**src/rtl/fp_pkg.sv**
```systemverilog
// Shared floating-point definitions: default field widths, operand classes,
// exponent bias and the canonical quiet NaN pattern.
package fp_pkg;

   localparam int DEF_EXP_W = 5;
   localparam int DEF_MAN_W = 10;

   typedef enum logic [1:0] {
      CLS_ZERO,
      CLS_NORM,
      CLS_INF,
      CLS_NAN
   } fp_class_e;

   function automatic int expBias(input int expW);
      return (1 << (expW - 1)) - 1;
   endfunction

   // Returned in the low 1+expW+manW bits; callers cast down to their word width.
   function automatic logic [63:0] qnanBits(input int expW, input int manW);
      logic [63:0] ones;
      ones = (64'd1 << expW) - 64'd1;
      return (ones << manW) | (64'd1 << (manW - 1));
   endfunction

   function automatic fp_class_e classify(input logic expZero, input logic expOnes,
                                          input logic manZero);
      if (expZero) begin
         return CLS_ZERO;
      end
      if (expOnes) begin
         return manZero ? CLS_INF : CLS_NAN;
      end
      return CLS_NORM;
   endfunction

endpackage

```
**src/rtl/fp_round_pack.sv**
```systemverilog
// Normalise, round-to-nearest-even and pack a raw significand product into a
// result word with {invalid, overflow, underflow, inexact} flags.
module fp_round_pack
   import fp_pkg::*;
#(
   parameter int EXP_W = DEF_EXP_W,
   parameter int MAN_W = DEF_MAN_W
) (
   input  logic                      sign_i,
   input  logic signed [EXP_W+1:0]   exp_i,
   input  logic [2*MAN_W+1:0]        prod_i,
   input  fp_class_e                 cls_i,
   input  logic                      invalid_i,
   output logic [EXP_W+MAN_W:0]      p_o,
   output logic [3:0]                flags_o
);

   localparam int W  = 1 + EXP_W + MAN_W;
   localparam int XW = EXP_W + 2;
   localparam logic [W-1:0]          QNAN     = W'(qnanBits(EXP_W, MAN_W));
   localparam logic signed [XW-1:0]  EXP_MAX  = {2'b00, {EXP_W{1'b1}}};
   localparam logic signed [XW-1:0]  EXP_ZERO = '0;

   logic [2*MAN_W:0]        shifted;
   logic signed [XW-1:0]    expNorm;
   logic [MAN_W-1:0]        mant;
   logic                    guard;
   logic                    sticky;
   logic                    roundUp;
   logic [MAN_W:0]          mantRnd;
   logic signed [XW-1:0]    expFinal;
   logic                    inexact;

   // The hidden bit sits at the top of the shifted word and is dropped; a set
   // product MSB means the significand product reached [2,4) and needs one
   // extra exponent step.
   always_comb begin
      shifted  = prod_i[2*MAN_W+1] ? prod_i[2*MAN_W:0] : {prod_i[2*MAN_W-1:0], 1'b0};
      expNorm  = exp_i + {{(XW-1){1'b0}}, prod_i[2*MAN_W+1]};
      mant     = shifted[2*MAN_W:MAN_W+1];
      guard    = shifted[MAN_W];
      sticky   = |shifted[MAN_W-1:0];
      roundUp  = guard & (sticky | mant[0]);
      mantRnd  = {1'b0, mant} + {{MAN_W{1'b0}}, roundUp};
      expFinal = expNorm + {{(XW-1){1'b0}}, mantRnd[MAN_W]};
      inexact  = guard | sticky;
   end

   // Range checks happen after rounding, so a carry-out can itself overflow.
   always_comb begin
      p_o     = '0;
      flags_o = '0;
      case (cls_i)
         CLS_ZERO: begin
            p_o = {sign_i, {(W-1){1'b0}}};
         end
         CLS_INF: begin
            p_o = {sign_i, {EXP_W{1'b1}}, {MAN_W{1'b0}}};
         end
         CLS_NAN: begin
            p_o     = QNAN;
            flags_o = {invalid_i, 3'b000};
         end
         default: begin
            if (expFinal >= EXP_MAX) begin
               p_o     = {sign_i, {EXP_W{1'b1}}, {MAN_W{1'b0}}};
               flags_o = 4'b0101;
            end else if (expFinal <= EXP_ZERO) begin
               p_o     = {sign_i, {(W-1){1'b0}}};
               flags_o = 4'b0011;
            end else begin
               p_o     = {sign_i, expFinal[EXP_W-1:0], mantRnd[MAN_W-1:0]};
               flags_o = {3'b000, inexact};
            end
         end
      endcase
   end

endmodule

```
**src/rtl/fp_mult_pipe.sv**
```systemverilog
// Three-stage floating-point multiplier: classify/exponent, significand
// multiply, then round/pack, all advancing together under one global stall.
module fp_mult_pipe
   import fp_pkg::*;
#(
   parameter int EXP_W = DEF_EXP_W,
   parameter int MAN_W = DEF_MAN_W
) (
   input  logic                    clk,
   input  logic                    rst_n,
   input  logic                    in_valid,
   output logic                    in_ready,
   input  logic [EXP_W+MAN_W:0]    in_a,
   input  logic [EXP_W+MAN_W:0]    in_b,
   output logic                    out_valid,
   input  logic                    out_ready,
   output logic [EXP_W+MAN_W:0]    out_p,
   output logic [3:0]              out_flags
);

   localparam int W  = 1 + EXP_W + MAN_W;
   localparam int XW = EXP_W + 2;
   localparam int PW = 2 * MAN_W + 2;
   localparam logic signed [XW-1:0] BIAS = XW'(expBias(EXP_W));

   logic [EXP_W-1:0]       expA, expB;
   logic [MAN_W-1:0]       manA, manB;
   fp_class_e              clsA, clsB;

   logic                   s1Sign_d;
   logic signed [XW-1:0]   s1Exp_d;
   fp_class_e              s1Cls_d;
   logic                   s1Inv_d;

   logic                   s1Valid_q, s2Valid_q, outValid_q;
   logic                   s1Sign_q, s2Sign_q;
   logic signed [XW-1:0]   s1Exp_q, s2Exp_q;
   fp_class_e              s1Cls_q, s2Cls_q;
   logic                   s1Inv_q, s2Inv_q;
   logic [MAN_W:0]         s1SigA_q, s1SigB_q;
   logic [PW-1:0]          s2Prod_d, s2Prod_q;
   logic [W-1:0]           outP_d, outP_q;
   logic [3:0]             outFlags_d, outFlags_q;
   logic                   en;

   assign en        = !outValid_q || out_ready;
   assign in_ready  = en;
   assign out_valid = outValid_q;
   assign out_p     = outP_q;
   assign out_flags = outFlags_q;

   assign expA = in_a[W-2:MAN_W];
   assign expB = in_b[W-2:MAN_W];
   assign manA = in_a[MAN_W-1:0];
   assign manB = in_b[MAN_W-1:0];
   assign clsA = classify(expA == '0, &expA, manA == '0);
   assign clsB = classify(expB == '0, &expB, manB == '0);

   // Special cases are resolved up front so later stages only carry a result
   // class; NaN outranks everything, and zero times infinity is the one
   // invalid combination.
   always_comb begin
      s1Sign_d = in_a[W-1] ^ in_b[W-1];
      s1Exp_d  = XW'(expA) + XW'(expB) - BIAS;
      s1Cls_d  = CLS_NORM;
      s1Inv_d  = 1'b0;
      if (clsA == CLS_NAN || clsB == CLS_NAN) begin
         s1Cls_d = CLS_NAN;
      end else if ((clsA == CLS_ZERO && clsB == CLS_INF) ||
                   (clsA == CLS_INF && clsB == CLS_ZERO)) begin
         s1Cls_d = CLS_NAN;
         s1Inv_d = 1'b1;
      end else if (clsA == CLS_INF || clsB == CLS_INF) begin
         s1Cls_d = CLS_INF;
      end else if (clsA == CLS_ZERO || clsB == CLS_ZERO) begin
         s1Cls_d = CLS_ZERO;
      end
   end

   assign s2Prod_d = s1SigA_q * s1SigB_q;

   fp_round_pack #(
      .EXP_W(EXP_W),
      .MAN_W(MAN_W)
   ) u_roundPack (
      .sign_i   (s2Sign_q),
      .exp_i    (s2Exp_q),
      .prod_i   (s2Prod_q),
      .cls_i    (s2Cls_q),
      .invalid_i(s2Inv_q),
      .p_o      (outP_d),
      .flags_o  (outFlags_d)
   );

   // Control and visible outputs reset; reset drops anything in flight.
   always_ff @(posedge clk or negedge rst_n) begin
      if (!rst_n) begin
         s1Valid_q  <= 1'b0;
         s2Valid_q  <= 1'b0;
         outValid_q <= 1'b0;
         outP_q     <= '0;
         outFlags_q <= '0;
      end else if (en) begin
         s1Valid_q  <= in_valid;
         s2Valid_q  <= s1Valid_q;
         outValid_q <= s2Valid_q;
         outP_q     <= outP_d;
         outFlags_q <= outFlags_d;
      end
   end

   always_ff @(posedge clk) begin
      if (en) begin
         s1Sign_q <= s1Sign_d;
         s1Exp_q  <= s1Exp_d;
         s1Cls_q  <= s1Cls_d;
         s1Inv_q  <= s1Inv_d;
         s1SigA_q <= {1'b1, manA};
         s1SigB_q <= {1'b1, manB};
         s2Sign_q <= s1Sign_q;
         s2Exp_q  <= s1Exp_q;
         s2Cls_q  <= s1Cls_q;
         s2Inv_q  <= s1Inv_q;
         s2Prod_q <= s2Prod_d;
      end
   end

endmodule
```
**config.mk**
```make
export PLATFORM = sky130hd
export DESIGN_NAME = fp_mult_pipe
export DESIGN_NICKNAME = d
export VERILOG_FILES = /design/src/rtl/fp_pkg.sv /design/src/rtl/fp_round_pack.sv /design/src/rtl/fp_mult_pipe.sv
export SDC_FILE = /design/constraint.sdc
export NUM_CORES = 1
export LEC_CHECK = 0
export BUFFER_PORTS_ARGS = -buffer_cell sky130_fd_sc_hd__buf_2
export CAP_MARGIN = 20
export CORE_MARGIN = 10
export CORE_UTILIZATION = 55
export CTS_BUF_LIST = sky130_fd_sc_hd__clkbuf_16
export DETAILED_ROUTE_END_ITERATION = 12
export HOLD_SLACK_MARGIN = 0.05
export PLACE_DENSITY = 0.74
export SYNTH_ARGS = -nofsm -noshare
export SYNTH_HDL_FRONTEND = slang
export SYNTH_HIERARCHICAL = 1
export SYNTH_SLANG_ARGS = --single-unit
```
**constraint.sdc**
```tcl
create_clock -name clk -period 6.4 [get_ports clk]
set_clock_uncertainty 0.05 [all_clocks]
set_input_delay 1.28 -clock clk [delete_from_list [all_inputs] [get_ports clk]]
set_output_delay 1.28 -clock clk [all_outputs]
set_load 0.005 [all_outputs]
```
=== Word level (Yosys, flattened, before mapping) ===
Cells that the tools add are included.

* Memories kept: 0
* RAM bits: 0
* Bits in registers: 87
* Bits in latches: 0
* Logic and storage cells: 82
* Output and inout port bits: 22
* ROM bits: 0

* Divide/modulo/power cells: 0
* Muxes and demuxes: 26
* Shift operators: 0
* Reduce and logical (&&, ||, !) cells: 21
* Eq/ne operators: 6
* $mul: 1
* $lt $le $gt $ge: 2
* Bitwise logic cells: 4
* Add/sub/neg operators: 5

{| class="wikitable"
|+ Operator list
! kind !! count
|-
| $pmux W16 S3 || 1
|-
| $mux W15 || 2
|-
| $mul A11 B11 Y22 || 1
|-
| $mux W21 || 1
|-
| $logic_not A10 Y1 || 2
|-
| $mux W2 || 9
|-
| $add A7 B1 Y7 || 2
|-
| $eq A2 B2 Y1 const B || 6
|-
| $add A10 B1 Y11 || 1
|-
| $mux W1 || 11
|-
| $logic_not A5 Y1 || 2
|-
| $reduce_and A5 Y1 || 2
|-
| $reduce_or A10 Y1 || 1
|-
| $pmux W4 S2 || 1
|-
| $ge A7 B6 Y1 const B || 1
|-
| $le A7 B1 Y1 const B || 1
|-
| $sub A6 B4 Y7 const B || 1
|-
| $add A5 B5 Y6 || 1
|-
| $logic_not A2 Y1 || 3
|-
| $logic_or A1 B1 Y1 || 5
|-
| $mux W4 || 1
|-
| $reduce_or A2 Y1 || 2
|-
| $reduce_or A3 Y1 || 1
|-
| $logic_and A1 B1 Y1 || 2
|-
| other kinds (4) || 5
|}

=== Depth between registers and ports, before layout ===
* Depth in word-level cells: 10
* Gate-level depth with buffers: 19
* Depth with buffers taken out: 17

=== Modules after synthesis ===
The synthesis kept the hierarchy.

{| class="wikitable"
|+ Modules (own cells, without submodules)
! module !! instances !! area each (sq um) !! cells an instance
|-
| fp_mult_pipe || 1 || 7,317.0 || 671
|-
| fp_round_pack || 1 || 810.8 || 117
|}

=== Least setup slack after synthesis ===
OpenSTA, ideal clock, no wires.

* Path kind: register to register
* Start: reg s1SigB_q[8]
* End: reg s2Prod_q[21], data pin
* Setup time: 152 ps
* Period minus slack after synthesis: 5,019 ps
* Stages on the path, launching flop included: 19
* Arrival time: 4,817 ps
* Required time: 6,198 ps
* Setup slack: 1,381 ps
* Cell sequence: edfxtp_1 clkbuf_1 and2_1 fa_1 inv_1 fa_1 inv_1 fa_1 fa_1 inv_1 fa_1 inv_1 ha_1 buf_2 nand2_1 and3_1 a211o_1 a221o_1 a31oi_1

* Cells in the longest elaborated chain, start to end: 1

{| class="wikitable"
|+ Ends and longest elaborated chain
! element !! line !! source
|-
| start: declaration || fp_mult_pipe.sv:40 || <nowiki>logic [MAN_W:0] s1SigA_q, s1SigB_q;</nowiki>
|-
| start signal: assignment || fp_mult_pipe.sv:119 || <nowiki>s1SigB_q <= {1'b1, manB};</nowiki>
|-
| $mul A11 B11 Y22 || fp_mult_pipe.sv:80 || <nowiki>assign s2Prod_d = s1SigA_q * s1SigB_q;</nowiki>
|-
| net s2Prod_d[21] || fp_mult_pipe.sv:41 || <nowiki>logic [PW-1:0] s2Prod_d, s2Prod_q;</nowiki>
|-
| end signal: assignment || fp_mult_pipe.sv:124 || <nowiki>s2Prod_q <= s2Prod_d;</nowiki>
|-
| end: declaration || fp_mult_pipe.sv:41 ||
|}

The timed path passes the listed nets, and every way through them passes these cells.
A chain may end at the register's enable or synchronous reset.

=== Worst setup path in the final report ===
* Start: reg s1SigB_q[9]
* End: reg s2Prod_q[13], data pin

The elaborated chain is that of the path after synthesis.

==> reports/qor.yml <==
setup_ws_ns: 1.18
reg2reg_depth: 17
areaGrowthSynthToFinish_pct: 8.77
rsz0062_at_grt: "no"
arrival_ns: 5.27
ys_seq_area_share_pct: 30.7
synthCells: 788
min_period_over_period_pct: 81.6
die-area_um2: 20000
fin_tns_setup_ns: 0
firstDrtPassIters: 7
cts_setup_buffers: 0
r2r_slack_ns: 1.18
cts_max_path_buffers: 2
drc_errors: 0
antenna_found_initial: 0
grt_max_degree: 73
r2r_start: "s1SigB_q[9]"
worst_pin_slew_ns: 0.879
wl_per_cell_um: 15.9
die_x_um: 142
hp-class: "register to register"
cts_tree: "yes"
gp_congestion: 0.911
worstSetupStartpointType: "register"
placed_cell_area_um2: 8540
hold_viol: 0
period_minus_slack_ns: 5.22
worstHoldEndpoint: "s2Inv_q"
syn_nets: 976
r2r_end: "s2Prod_q[13]"
worstHoldPathCells: 0
syn_area_um2: 8130
timing.fmax_mhz: 191
synth_area_per_cell_um2: 10.3
finalNetCount: 1019
async_flop_share_pct: 26.4
diodes: 0
cts_buffers: 9
initial_core_util_pct: 55.9
yosys_warnings: 6
whs_ns: 0.368
status: "completed"
via_count: 5500
max_cap_violations: 0
hold_path_startpoint: "s1Inv_q"
setup_viol: 0
pre_cts_slack_ns: 1.17
overflow: 0
synth_edf_count: 64
maxSlewHeadroom_pct: 41.4
grt_pass1_wl_um: 27900
dp_hpwl_um: 13000
placement.io_buffers: 57
routed_via_density: 5.39
synth_seq_cells: 87
ys.flop_type: "edfxtp_1"
drtAntennaViolNets: 0
slew_violations: 0
root_buffer: "clkbuf_16"
clk_pin_slew_ns: 0.07
postCtsHoldBufs: 0
clock_latency_ns: 0.35
die_y_um: 142
critPathCaptureType: "register"
grt_pass1_vias: 5757
critPathRequiredTime_ns: 6.44
ctsResizeCount: 0
finalWirelength_um: 16200
globalRouteTotalUtil_pct: 17.0
drive_gt1_share_pct: 13.5
clkSinkCount: 87
core_um2: 14500
pin_count: 58
fin_area_um2: 8840
crit_type: "register to register"
cts_max_level: 3
yosysUniqueCellTypes: 64
cp_max_fo: 10
drt_iter0_drc: 334
rows: 44
[worst max-delay path by stage]
stage	startpoint	end	depth (start not counted)
finish	s1SigB_q[9]	s2Prod_q[13]	17
global route	s1SigB_q[9]	s2Prod_q[15]	17
CTS	s1SigB_q[9]	s2Prod_q[21]	17
detailed placement	s1SigB_q[9]	s2Prod_q[13]	17
global placement	s1SigB_q[9]	s2Prod_q[21]	17
floorplan	s1SigB_q[8]	s2Prod_q[21]	18
[layer usage]
metal	part of all wire (%)	global-route usage (%)	wire length, um	up-vias
met5	0	0	0	-
met4	1.2	4.73	187	0
met3	4.8	3.00	776	12
met2	48	28.4	7850	149
met1	46	22.1	7430	2649
li1	-	-	-	2690
[critical path, stage by stage (launching register included)]
cell and delay [ns]:
edfxtp_1 0.53, inv_1 0.17, nor2_1 0.09, fa_1 0.52, inv_1 0.06, fa_1 0.52
inv_1 0.05, fa_1 0.50, fa_1 0.54, inv_1 0.05, fa_1 0.53, inv_1 0.04
ha_1 0.41, o21ai_1 0.10, o21ba_1 0.19, a211oi_1 0.38, nor2_1 0.10, xnor2_1 0.14
[cells in the mapped netlist, types with 4 or more instances]
library cell | count | area, um^2
xnor2_1 | 19 | 166
nand2_1 | 79 | 297
edfxtp_1 | 64 | 1920
nor4_1 | 5 | 31.3
and2_1 | 44 | 275
a211oi_1 | 8 | 60.1
nand3_1 | 10 | 50.1
inv_1 | 136 | 510
buf_2 | 7 | 35.0
o211ai_1 | 5 | 37.5
a21boi_0 | 4 | 30.0
nor2b_1 | 5 | 31.3
xor2_1 | 14 | 123
and3_1 | 6 | 37.5
clkbuf_1 | 18 | 67.6
nor3_1 | 10 | 50.1
a21oi_1 | 21 | 105
nand2b_1 | 7 | 43.8
dfrtp_1 | 23 | 576
o21ai_0 | 11 | 55.1
o21ai_1 | 7 | 35.0
fa_1 | 82 | 1640
a31oi_1 | 6 | 37.5
ha_1 | 70 | 876
mux2i_1 | 7 | 70.1
mux2_2 | 24 | 270
or3_1 | 4 | 25.0
nor2_1 | 36 | 135
a21o_1 | 5 | 37.5
[registers in the layout, indices dropped and copies added (netlist names), 2 cells and up]
| name | cells |
|---|---|
| out_flags | 4 |
| out_p | 16 |
| s1Cls_q | 2 |
| s1Exp_q | 7 |
| s1SigA_q | 10 |
| s1SigB_q | 10 |
| s2Cls_q | 2 |
| s2Exp_q | 7 |
| s2Prod_q | 22 |
[kinds of logic (layout without fill, tap and decap cells)]
| family | after synthesis | count (layout) | share of synthesized area, % |
|---|---|---|---|
| and+or+nand+nor | 230 | 230 | 14.7 |
| xor gates and xnor gates | 33 | 33 | 3.56 |
| adders and majority gates | 152 | 152 | 31.0 |
| AOI/OAI and AO/OA | 92 | 92 | 7.91 |
| muxes | 32 | 32 | 4.46 |
| DFF | 87 | 87 | 30.7 |
| buffers and inverters | 162 | 210 | 7.68 |
[through the flow]
| step | instances | util (%) |
|---|---|---|
| finish | 1020 | 60.8 |
| global route | 1020 | 60.8 |
| CTS | 1020 | 60.8 |
| detailed placement | 1004 | 58.8 |
| global placement | 1004 | 58.8 |
| floorplan | 788 | - |
[final cells by class]
class,instances,area [um^2]
fillers,1209,5690
clock inverters,6,46.3
inverters,136,510
flip-flops and latches,87,2500
multi-input cells,539,5010
well taps,184,230
clock buffers,10,250
repair buffers,58,293
[cell usage in the layout, fill, tap and decap left out, types with 4 or more instances in the layout]
master,n
dfrtp_1,23
a211oi_1,8
xor2_1,14
nand2_1,79
and3_1,6
o21ai_0,11
nor3_1,10
o21ai_1,7
and2_1,44
o211ai_1,5
inv_1,136
buf_2,57
nand2b_1,6
or3_1,4
fa_1,82
a21boi_0,4
nand3_1,10
edfxtp_1,64
nor4_1,5
a21oi_1,21
xnor2_1,19
clkbuf_16,10
nor2b_1,5
ha_1,70
a21o_1,5
mux2i_1,7
a31oi_1,6
mux2_2,24
nor2_1,36
Power is left out: the tool's default activity adds up to more than one toggle a clock period on the data nets, which glitch-free logic cannot reach.
